===== src/rtl/i2c_master_ctrl.sv =====
// Single-byte register write/read I2C master with open-drain SCL/SDA enables.
// Optional macro I2C_CLK_STRETCH_EN lets a target stretch SCL during the high quarter.
module i2c_master_ctrl #(
    parameter int CLK_DIV = 4
) (
    input  logic       clk,
    input  logic       rst,
    input  logic       cmd_valid,
    output logic       cmd_ready,
    input  logic       cmd_rw,
    input  logic [6:0] cmd_addr,
    input  logic [7:0] cmd_reg,
    input  logic [7:0] cmd_wdata,
    output logic [7:0] rdata,
    output logic       done,
    output logic       ack_err,
    output logic       busy,
    input  logic       scl_in,
    input  logic       sda_in,
    output logic       scl_oe,
    output logic       sda_oe
);

    localparam int DIV_W = (CLK_DIV > 2) ? $clog2(CLK_DIV) : 1;
    localparam logic [DIV_W-1:0] DIV_LAST = DIV_W'(CLK_DIV - 1);
    localparam logic [DIV_W-1:0] DIV_ONE  = DIV_W'(1);

    localparam logic [3:0] IDLE   = 4'd0;
    localparam logic [3:0] START  = 4'd1;
    localparam logic [3:0] ADDR_W = 4'd2;
    localparam logic [3:0] REG    = 4'd3;
    localparam logic [3:0] DATA_W = 4'd4;
    localparam logic [3:0] RSTART = 4'd5;
    localparam logic [3:0] ADDR_R = 4'd6;
    localparam logic [3:0] DATA_R = 4'd7;
    localparam logic [3:0] STOP   = 4'd8;

    logic [3:0]       state;
    logic [DIV_W-1:0] div_cnt;
    logic [1:0]       quarter;
    logic [3:0]       bit_cnt;
    logic [7:0]       tx_shift;
    logic [7:0]       rx_shift;
    logic             ack_bit;
    logic             rw_q;
    logic [6:0]       addr_q;
    logic [7:0]       reg_q;
    logic [7:0]       wdata_q;
    logic [1:0]       scl_sync_r;
    logic [1:0]       sda_sync_r;
    logic             scl_sync;
    logic             sda_sync;
    logic             stretch_hold;
    logic             quarter_end;
    logic             is_tx_byte;
    logic             is_byte;
    logic             last_bit;
    logic             scl_oe_next;
    logic             sda_oe_next;

    // Two-flop synchronisers for the pin levels; both idle high like the bus.
    always_ff @(posedge clk or posedge rst) begin
        if (rst) begin
            scl_sync_r <= 2'b11;
            sda_sync_r <= 2'b11;
        end else begin
            scl_sync_r <= {scl_sync_r[0], scl_in};
            sda_sync_r <= {sda_sync_r[0], sda_in};
        end
    end

    assign scl_sync = scl_sync_r[1];
    assign sda_sync = sda_sync_r[1];

`ifdef I2C_CLK_STRETCH_EN
    assign stretch_hold = (state != IDLE) && (quarter == 2'd2) && !scl_sync;
`else
    logic unused_scl_sync;
    assign unused_scl_sync = scl_sync;
    assign stretch_hold    = 1'b0;
`endif

    assign quarter_end = (state != IDLE) && (div_cnt == DIV_LAST) && !stretch_hold;
    assign is_tx_byte  = (state == ADDR_W) || (state == REG) ||
                         (state == DATA_W) || (state == ADDR_R);
    assign is_byte     = is_tx_byte || (state == DATA_R);
    assign last_bit    = (bit_cnt == 4'd8);

    // The done cycle is still counted as busy so a command there waits one cycle.
    assign cmd_ready = (state == IDLE) && !done;
    assign busy      = !cmd_ready;

    always_ff @(posedge clk or posedge rst) begin
        if (rst) begin
            state    <= IDLE;
            div_cnt  <= '0;
            quarter  <= 2'd0;
            bit_cnt  <= 4'd0;
            tx_shift <= 8'h00;
            rx_shift <= 8'h00;
            ack_bit  <= 1'b0;
            rw_q     <= 1'b0;
            addr_q   <= 7'h00;
            reg_q    <= 8'h00;
            wdata_q  <= 8'h00;
            rdata    <= 8'h00;
            done     <= 1'b0;
            ack_err  <= 1'b0;
        end else begin
            done <= 1'b0;
            if (state == IDLE) begin
                if (cmd_valid && cmd_ready) begin
                    rw_q    <= cmd_rw;
                    addr_q  <= cmd_addr;
                    reg_q   <= cmd_reg;
                    wdata_q <= cmd_wdata;
                    ack_err <= 1'b0;
                    state   <= START;
                    div_cnt <= '0;
                    quarter <= 2'd0;
                    bit_cnt <= 4'd0;
                end
            end else begin
                if (quarter_end) begin
                    div_cnt <= '0;
                end else if (!stretch_hold) begin
                    div_cnt <= div_cnt + DIV_ONE;
                end

                if (quarter_end) begin
                    quarter <= quarter + 2'd1;

                    if ((quarter == 2'd2) && is_byte) begin
                        if (last_bit) begin
                            ack_bit <= sda_sync;
                        end else if (state == DATA_R) begin
                            rx_shift <= {rx_shift[6:0], sda_sync};
                        end
                    end

                    // End of a 4-quarter step: move to the next bit or the next phase.
                    if (quarter == 2'd3) begin
                        case (state)
                            START: begin
                                state    <= ADDR_W;
                                tx_shift <= {addr_q, 1'b0};
                                bit_cnt  <= 4'd0;
                            end
                            RSTART: begin
                                state    <= ADDR_R;
                                tx_shift <= {addr_q, 1'b1};
                                bit_cnt  <= 4'd0;
                            end
                            STOP: begin
                                state <= IDLE;
                                done  <= 1'b1;
                            end
                            default: begin
                                if (!last_bit) begin
                                    bit_cnt  <= bit_cnt + 4'd1;
                                    tx_shift <= {tx_shift[6:0], 1'b0};
                                end else begin
                                    bit_cnt <= 4'd0;
                                    case (state)
                                        ADDR_W: begin
                                            if (ack_bit) begin
                                                ack_err <= 1'b1;
                                                state   <= STOP;
                                            end else begin
                                                state    <= REG;
                                                tx_shift <= reg_q;
                                            end
                                        end
                                        REG: begin
                                            if (ack_bit) begin
                                                ack_err <= 1'b1;
                                                state   <= STOP;
                                            end else if (rw_q) begin
                                                state <= RSTART;
                                            end else begin
                                                state    <= DATA_W;
                                                tx_shift <= wdata_q;
                                            end
                                        end
                                        DATA_W: begin
                                            if (ack_bit) begin
                                                ack_err <= 1'b1;
                                            end
                                            state <= STOP;
                                        end
                                        ADDR_R: begin
                                            if (ack_bit) begin
                                                ack_err <= 1'b1;
                                                state   <= STOP;
                                            end else begin
                                                state <= DATA_R;
                                            end
                                        end
                                        DATA_R: begin
                                            rdata <= rx_shift;
                                            state <= STOP;
                                        end
                                        default: begin
                                            state <= STOP;
                                        end
                                    endcase
                                end
                            end
                        endcase
                    end
                end
            end
        end
    end

    // Line pattern per quarter; on the 9th bit of every byte SDA is released
    // (target ACK on writes, master NACK on the read data byte).
    always_comb begin
        scl_oe_next = 1'b0;
        sda_oe_next = 1'b0;
        case (state)
            IDLE: begin
                scl_oe_next = 1'b0;
                sda_oe_next = 1'b0;
            end
            START: begin
                scl_oe_next = (quarter == 2'd3);
                sda_oe_next = quarter[1];
            end
            RSTART: begin
                scl_oe_next = (quarter == 2'd0) || (quarter == 2'd3);
                sda_oe_next = quarter[1];
            end
            STOP: begin
                scl_oe_next = (quarter == 2'd0);
                sda_oe_next = (quarter != 2'd3);
            end
            DATA_R: begin
                scl_oe_next = (quarter == 2'd0) || (quarter == 2'd3);
                sda_oe_next = 1'b0;
            end
            default: begin
                scl_oe_next = (quarter == 2'd0) || (quarter == 2'd3);
                sda_oe_next = is_tx_byte && !last_bit && !tx_shift[7];
            end
        endcase
    end

    // Registered pin enables keep the open-drain outputs glitch-free.
    always_ff @(posedge clk or posedge rst) begin
        if (rst) begin
            scl_oe <= 1'b0;
            sda_oe <= 1'b0;
        end else begin
            scl_oe <= scl_oe_next;
            sda_oe <= sda_oe_next;
        end
    end

endmodule


===== config.mk =====
export PLATFORM = sky130hd
export DESIGN_NAME = i2c_master_ctrl
export DESIGN_NICKNAME = d
export VERILOG_FILES = /design/src/rtl/i2c_master_ctrl.sv
export SDC_FILE = /design/constraint.sdc
export NUM_CORES = 1
export LEC_CHECK = 0
export CAP_MARGIN = 20
export CORE_ASPECT_RATIO = 1.1
export CORE_MARGIN = 1
export CORE_UTILIZATION = 45
export DETAILED_ROUTE_END_ITERATION = 12
export PLACE_DENSITY = 0.67
export RECOVER_POWER = 100
export SLEW_MARGIN = 20
export SYNTH_ARGS = -nofsm -noshare
export SYNTH_HDL_FRONTEND = slang
export SYNTH_SLANG_ARGS = --single-unit
export TNS_END_PERCENT = 100

===== constraint.sdc =====
create_clock -name clk -period 3.3 [get_ports clk]
set_input_delay 0.66 -clock clk [delete_from_list [all_inputs] [get_ports clk]]
set_output_delay 0.66 -clock clk [all_outputs]
set_load 0.02 [all_outputs]

==> metrics.txt, run 1 <==
worst setup path startpoint state[1]$_DFFE_PP0P_; data required time of the critical path 2.64 ns; fraction of layout cells with a size suffix above 1 0.2209; number of H-tree branching levels 3; routed via count divided by cell count 5.543; Longest Clk Path Bufs 2; vias in the first global route 2280; antenna diode instance count 0; portion of the clock cycle consumed by the worst path in the final layout 0.8734; worst setup path class reg -> out; count of instances resized after the clock tree is built 0; port bufs 41; number of fill cells 640; number of synthesized register bits 67; dominant cells by area after synthesis sky130_fd_sc_hd__dfrtp_1 (50%), sky130_fd_sc_hd__mux2_2 (15%), sky130_fd_sc_hd__a21oi_1 (2.5%); number of enable flip-flop cells after synthesis 0; total CTS buffers 9; Slew HR 0.2401; total power density per cell area 768.1 nW/um^2; worst hold path class reg -> reg; area of combinational cells with multiple inputs 1381 sq um; result of the run complete, no violations; remaining number of nets flagged by the antenna check after routing 0; Post-Synthesis Mean Instance Area 11.67 sq um; DRC 0; Synth-to-Final Area Change 19.32%; leftover overflow at the end of global routing 0; final wirelength 6281 microns; startpoint of the worst hold path sda_sync_r[0]$_DFF_PP1_; Maximum Capacitance Violations 0; count of warnings emitted by yosys 0; RD Place Congestion 0.8131; area share of the largest cell type after synthesis 0.5033; count of final setup violators 0; CTS Hold Bufs 0; cell total after placement 395; Row Count 32; number of failing hold endpoints at the final stage 0; count of distinct cell types in the synthesized netlist 53; CP Launch Type register; TritonCTS clock tree built; number of buffers inserted to repair setup after CTS 0; Seq/Total Area, Yosys 0.5196; peak ir drop on the vdd network 459.8 uV; initial antenna violation count 0; Finished Layout Cells 411; fraction of registers with async set/reset 1.000; launch instance of the worst register-to-register path state[1]$_DFFE_PP0P_; die outline width 82.80 microns; Worst-Skew Late Latency 0.34 ns; Clk pin slew, worst setup/hold paths 0.08 ns; primary flip-flop cell chosen by synthesis mapping sky130_fd_sc_hd__dfrtp_1; Detail Placement HPWL 4235 microns; Synth Instances 277; first-pass iteration count of the detailed router 4; post-synthesis instance area 3232 sq um; clk sink count 67; Crit path arrival time 2.22 ns; Synth Net Count 312; via count of the routed design 2278; crit end category output port; fin crit period 2.882 ns; chip height 90.88 microns; Setup Skew 0.006313 ns; Static Leak 0.001708 uW; unrepaired setup endpoints after global routing no; count of nets after finishing 356; routed len/inst 15.28 microns; worst-margin pin slew 1.129 ns; top achievable clock speed 347.0 MHz; cell at the root of the clock tree sky130_fd_sc_hd__clkbuf_8; Total Negative Setup Slacks 0 ns; Iteration-0 DRC Markers 175; Die ar. 7525 sq um; count of pins over their slew limit 0; effective utilization at floorplan 0.4639; Crit Path Max Fanout 6; first-pass GRT wire length 10780 microns; area of the core region 6967 sq um; cell type with the largest total area after synthesis sky130_fd_sc_hd__dfrtp_1; I/O pin total 43; sequential cell area 1679 sq um; largest net degree at the start of global routing 40; total global routing track utilization 0.1820
## final timing paths
path	endpoint	slack, ns	cells after the start
max	cmd_ready	0.42	3
min	sda_sync_r[1]$_DFF_PP1_	0.36	0
max reg2reg	bit_cnt[3]$_DFFE_PP0P_	0.50	5
min reg2reg	sda_sync_r[1]$_DFF_PP1_	0.36	0
max in group asynchronous	state[2]$_DFFE_PP0P_	0.72	3
min in group asynchronous	rdata[3]$_DFFE_PP0P_	1.04	2
## critical path: stages, from the launching register on
cell and delay (ns):
sky130_fd_sc_hd__dfrtp_1 0.38, sky130_fd_sc_hd__or4_1 0.65, sky130_fd_sc_hd__nor2_1 0.17, sky130_fd_sc_hd__dlygate4sd3_1 0.68
## cells in the final DEF (no fill, tap or decap), types with 3 or more instances in the layout
master	count
sky130_fd_sc_hd__dfrtp_1	65
sky130_fd_sc_hd__o21ai_0	15
sky130_fd_sc_hd__inv_1	11
sky130_fd_sc_hd__ha_1	6
sky130_fd_sc_hd__nor2_1	11
sky130_fd_sc_hd__clkbuf_8	10
sky130_fd_sc_hd__nand2_1	19
sky130_fd_sc_hd__mux2_2	42
sky130_fd_sc_hd__buf_4	6
sky130_fd_sc_hd__clkdlybuf4s50_1	25
sky130_fd_sc_hd__a21oi_1	17
sky130_fd_sc_hd__clkinvlp_4	3
sky130_fd_sc_hd__o22ai_1	3
sky130_fd_sc_hd__mux2i_1	7
sky130_fd_sc_hd__nor2b_1	4
sky130_fd_sc_hd__nand3_1	12
sky130_fd_sc_hd__dlygate4sd3_1	16
sky130_fd_sc_hd__o22a_1	7
## through the flow
step                power, uW  hold slack [ns]  utilization  setup slack [ns]  area (sq um)
floorplan                2109           0.3452            -            0.8452          3232
global placement         2350           0.3469       0.5368            0.8311          3740
detailed placement       2390           0.3512       0.5368            0.7739          3740
CTS                      3011           0.3629       0.5625            0.4622          3919
global route             3163           0.3670       0.5535            0.2909          3856
finish                   2962           0.3642       0.5535            0.4179          3856
## area by class of cell
cell class / instances / share of cell area
well taps: 85 / 0.02758
repair buffers: 50 / 0.1217
clock inverters: 6 / 0.01071
flip-flops and latches: 67 / 0.4354
multi-input cells: 182 / 0.3582
inverters: 11 / 0.01071
clock buffers: 10 / 0.03569
## metal layers
| metal | wire length, microns | track usage |
|---|---|---|
| met1 | 2815 | 0.2293 |
| met2 | 3078 | 0.2937 |
| met3 | 222 | 0.04022 |
| met4 | 165 | 0.09339 |
| met5 | 0 | 0 |
## where the power goes
part | internal, uW | switching, uW | leakage (uW)
registers | 1090 | 154 | 0.000842
clock network | 291 | 327 | 0.0000843
logic | 537 | 566 | 0.000781
## synth_stat cells, types with 2 or more instances
cell type	count
sky130_fd_sc_hd__dfrtp_1	65
sky130_fd_sc_hd__mux2_2	42
sky130_fd_sc_hd__nand2_1	19
sky130_fd_sc_hd__a21oi_1	16
sky130_fd_sc_hd__o21ai_0	14
sky130_fd_sc_hd__nand3_1	12
sky130_fd_sc_hd__inv_1	11
sky130_fd_sc_hd__nor2_1	10
sky130_fd_sc_hd__buf_2	7
sky130_fd_sc_hd__mux2i_1	7
sky130_fd_sc_hd__o22a_1	7
sky130_fd_sc_hd__ha_1	6
sky130_fd_sc_hd__clkbuf_1	5
sky130_fd_sc_hd__nor2b_1	4
sky130_fd_sc_hd__o22ai_1	3
sky130_fd_sc_hd__a41oi_1	2
sky130_fd_sc_hd__buf_4	2
sky130_fd_sc_hd__buf_6	2
sky130_fd_sc_hd__dfstp_2	2
sky130_fd_sc_hd__mux2_1	2
sky130_fd_sc_hd__nand2b_1	2
sky130_fd_sc_hd__nand3b_1	2
sky130_fd_sc_hd__nand4_1	2
sky130_fd_sc_hd__o221ai_1	2
sky130_fd_sc_hd__or3_1	2
sky130_fd_sc_hd__or3b_1	2
## kinds of logic (layout without fill, tap and decap cells)
group           Yosys count  after routing  share of synthesized area
mux                      51             51                     0.1750
simple gates             69             69                     0.1231
buf+inv                  28             77                    0.04220
fa+ha+maj                 6              6                    0.02323
flops                    67             67                     0.5196
compound gates           56             56                     0.1169
## registers in the layout (all words and copies together), names as in the netlist, 4 cells and up
signal	count
rdata	8
wdata_q	8
addr_q	7
rx_shift	8
tx_shift	8
state	4
bit_cnt	4
reg_q	8
(Power assumes the default switching activity.)
==> inputs of run 2 (changes only) <==
==> constraint.sdc (replaced) <==
create_clock -name clk -period 3.5 [get_ports clk]
set_input_delay 0.7 -clock clk [delete_from_list [all_inputs] [get_ports clk]]
set_output_delay 0.7 -clock clk [all_outputs]
set_load 0.02 [all_outputs]
==> run 2 against run 1 <==
Net effect: non-clock buffer count shrank 1; via count shrank 3.2%; wire length grew 0.33%; clock power grew 17%; combinational power shrank 6%; flip-flop and latch count is the same; sequential power shrank 6%; first-iteration DRC count shrank 17%; critical endpoint is now busy; largest cell class unchanged.
==> metrics.txt, run 2 (synthesis gave the netlist of run 1 again) <==
total global routing track utilization 0.1823; DRC 0; result of the run complete, no violations; unrepaired setup endpoints after global routing no; clk sink count 67; number of failing hold endpoints at the final stage 0; most frequent cells in the layout sky130_fd_sc_hd__dfrtp_1 (65), sky130_fd_sc_hd__mux2_2 (42), sky130_fd_sc_hd__clkdlybuf4s50_1 (25); data required time of the critical path 2.80 ns; Slew HR 0.1279; top achievable clock speed 337.5 MHz; port bufs 41; crit end category output port; count of final setup violators 0; leftover overflow at the end of global routing 0; finished layout cell area 3906 sq um; CP Launch Type register; Row Count 32; final wirelength 6302 microns; worst hold path class reg -> reg; Crit path arrival time 2.26 ns; count of nets after finishing 355; portion of the clock cycle consumed by the worst path in the final layout 0.8465; die outline width 82.80 microns; Crit Path Max Fanout 6; number of buffers inserted to repair setup after CTS 0; Synth-to-Final Area Change 20.87%; post-layout utilization of the core 0.5607; number of fill cells 626; fraction of layout cells with a size suffix above 1 0.2246; total CTS buffers 9; cell total after placement 394; I/O pin total 43; routed len/inst 15.37 microns; vias in the first global route 2310; number of H-tree branching levels 3; effective utilization at floorplan 0.4639; Worst-Skew Late Latency 0.35 ns; Clk pin slew, worst setup/hold paths 0.08 ns; initial antenna violation count 0; RD Place Congestion 0.8052; count of instances resized after the clock tree is built 0; worst-margin pin slew 1.296 ns; area of the core region 6967 sq um; Static Leak 0.001739 uW; chip height 90.88 microns; Iteration-0 DRC Markers 145; count of pins over their slew limit 0; largest net degree at the start of global routing 40; CTS Hold Bufs 0; cell at the root of the clock tree sky130_fd_sc_hd__clkbuf_8; first-pass GRT wire length 10830 microns; total power density per cell area 749.4 nW/um^2; sequential cell area 1679 sq um; Finished Layout Cells 410; Detail Placement HPWL 4315 microns; peak ir drop on the vdd network 398.8 uV; fin crit period 2.963 ns; overall power of the completed layout 2927 uW; antenna diode instance count 0; Die ar. 7525 sq um; worst setup path class reg -> out; Setup Skew 0.008371 ns; remaining number of nets flagged by the antenna check after routing 0; first-pass iteration count of the detailed router 4; Post-Place Cell Area 3732 sq um; via count of the routed design 2205; routed via count divided by cell count 5.378; Total Negative Setup Slacks 0 ns; Maximum Capacitance Violations 0; most common cell after layout, fill and taps aside sky130_fd_sc_hd__dfrtp_1; area of combinational cells with multiple inputs 1389 sq um; Longest Clk Path Bufs 2; TritonCTS clock tree built
[run 2: changes by cell type in the layout (fill, tap and decap cells not counted), sizes merged]
cell	delta
clkbuf	-3
bufinv	+2
clkinvlp	-2
inv	+2
buf	+1
clkinv	-1
[run 2: metal layers]
layer / wire [microns] / track usage
met4: 111 / 0.07471
met1: 2934 / 0.2274
met2: 3067 / 0.3026
met5: 0 / 0
met3: 188 / 0.04479
[run 2: where the power goes]
group	switching, uW	internal, uW
Combinational	527	507
Sequential	146	1020
Clock	317	406
[run 2: path summary, 6_finish.rpt]
path / to / depth (start not counted) / slack [ns] / startpoint
max in group asynchronous: state[2]$_DFFE_PP0P_ / 3 / 0.87 / rst
worst min-delay path: sda_sync_r[1]$_DFF_PP1_ / 0 / 0.37 / sda_sync_r[0]$_DFF_PP1_
worst max-delay path: busy / 4 / 0.54 / state[1]$_DFFE_PP0P_
min in group asynchronous: rx_shift[4]$_DFFE_PP0P_ / 2 / 1.10 / rst
worst min register to register: sda_sync_r[1]$_DFF_PP1_ / 0 / 0.37 / sda_sync_r[0]$_DFF_PP1_
worst max register to register: wdata_q[0]$_DFFE_PP0P_ / 4 / 0.61 / state[1]$_DFFE_PP0P_
[run 2: cell type report]
| cell class | count | share of cell area |
|---|---|---|
| clock buffer | 9 | 0.03171 |
| clock inverter | 7 | 0.02530 |
| inverter | 11 | 0.01057 |
| multi-input combinational | 182 | 0.3555 |
| tap | 85 | 0.02723 |
| sequential | 67 | 0.4299 |
| timing repair buffer | 49 | 0.1198 |
[run 2: through the flow]
step                      hold slack (ns)  setup slack (ns)
final                              0.3659            0.5373
after global routing               0.3795            0.4266
after CTS                          0.3731            0.5809
after detailed placement           0.3557            0.9672
after global placement             0.3473             1.015
after floorplan                    0.3452             1.005
[run 2: worst max-delay path: stages, from the launching register on]
cell and delay [ns]:
sky130_fd_sc_hd__dfrtp_1 0.39, sky130_fd_sc_hd__or4_1 0.66, sky130_fd_sc_hd__nor2_1 0.17, sky130_fd_sc_hd__inv_1 0.06, sky130_fd_sc_hd__dlygate4sd3_1 0.64
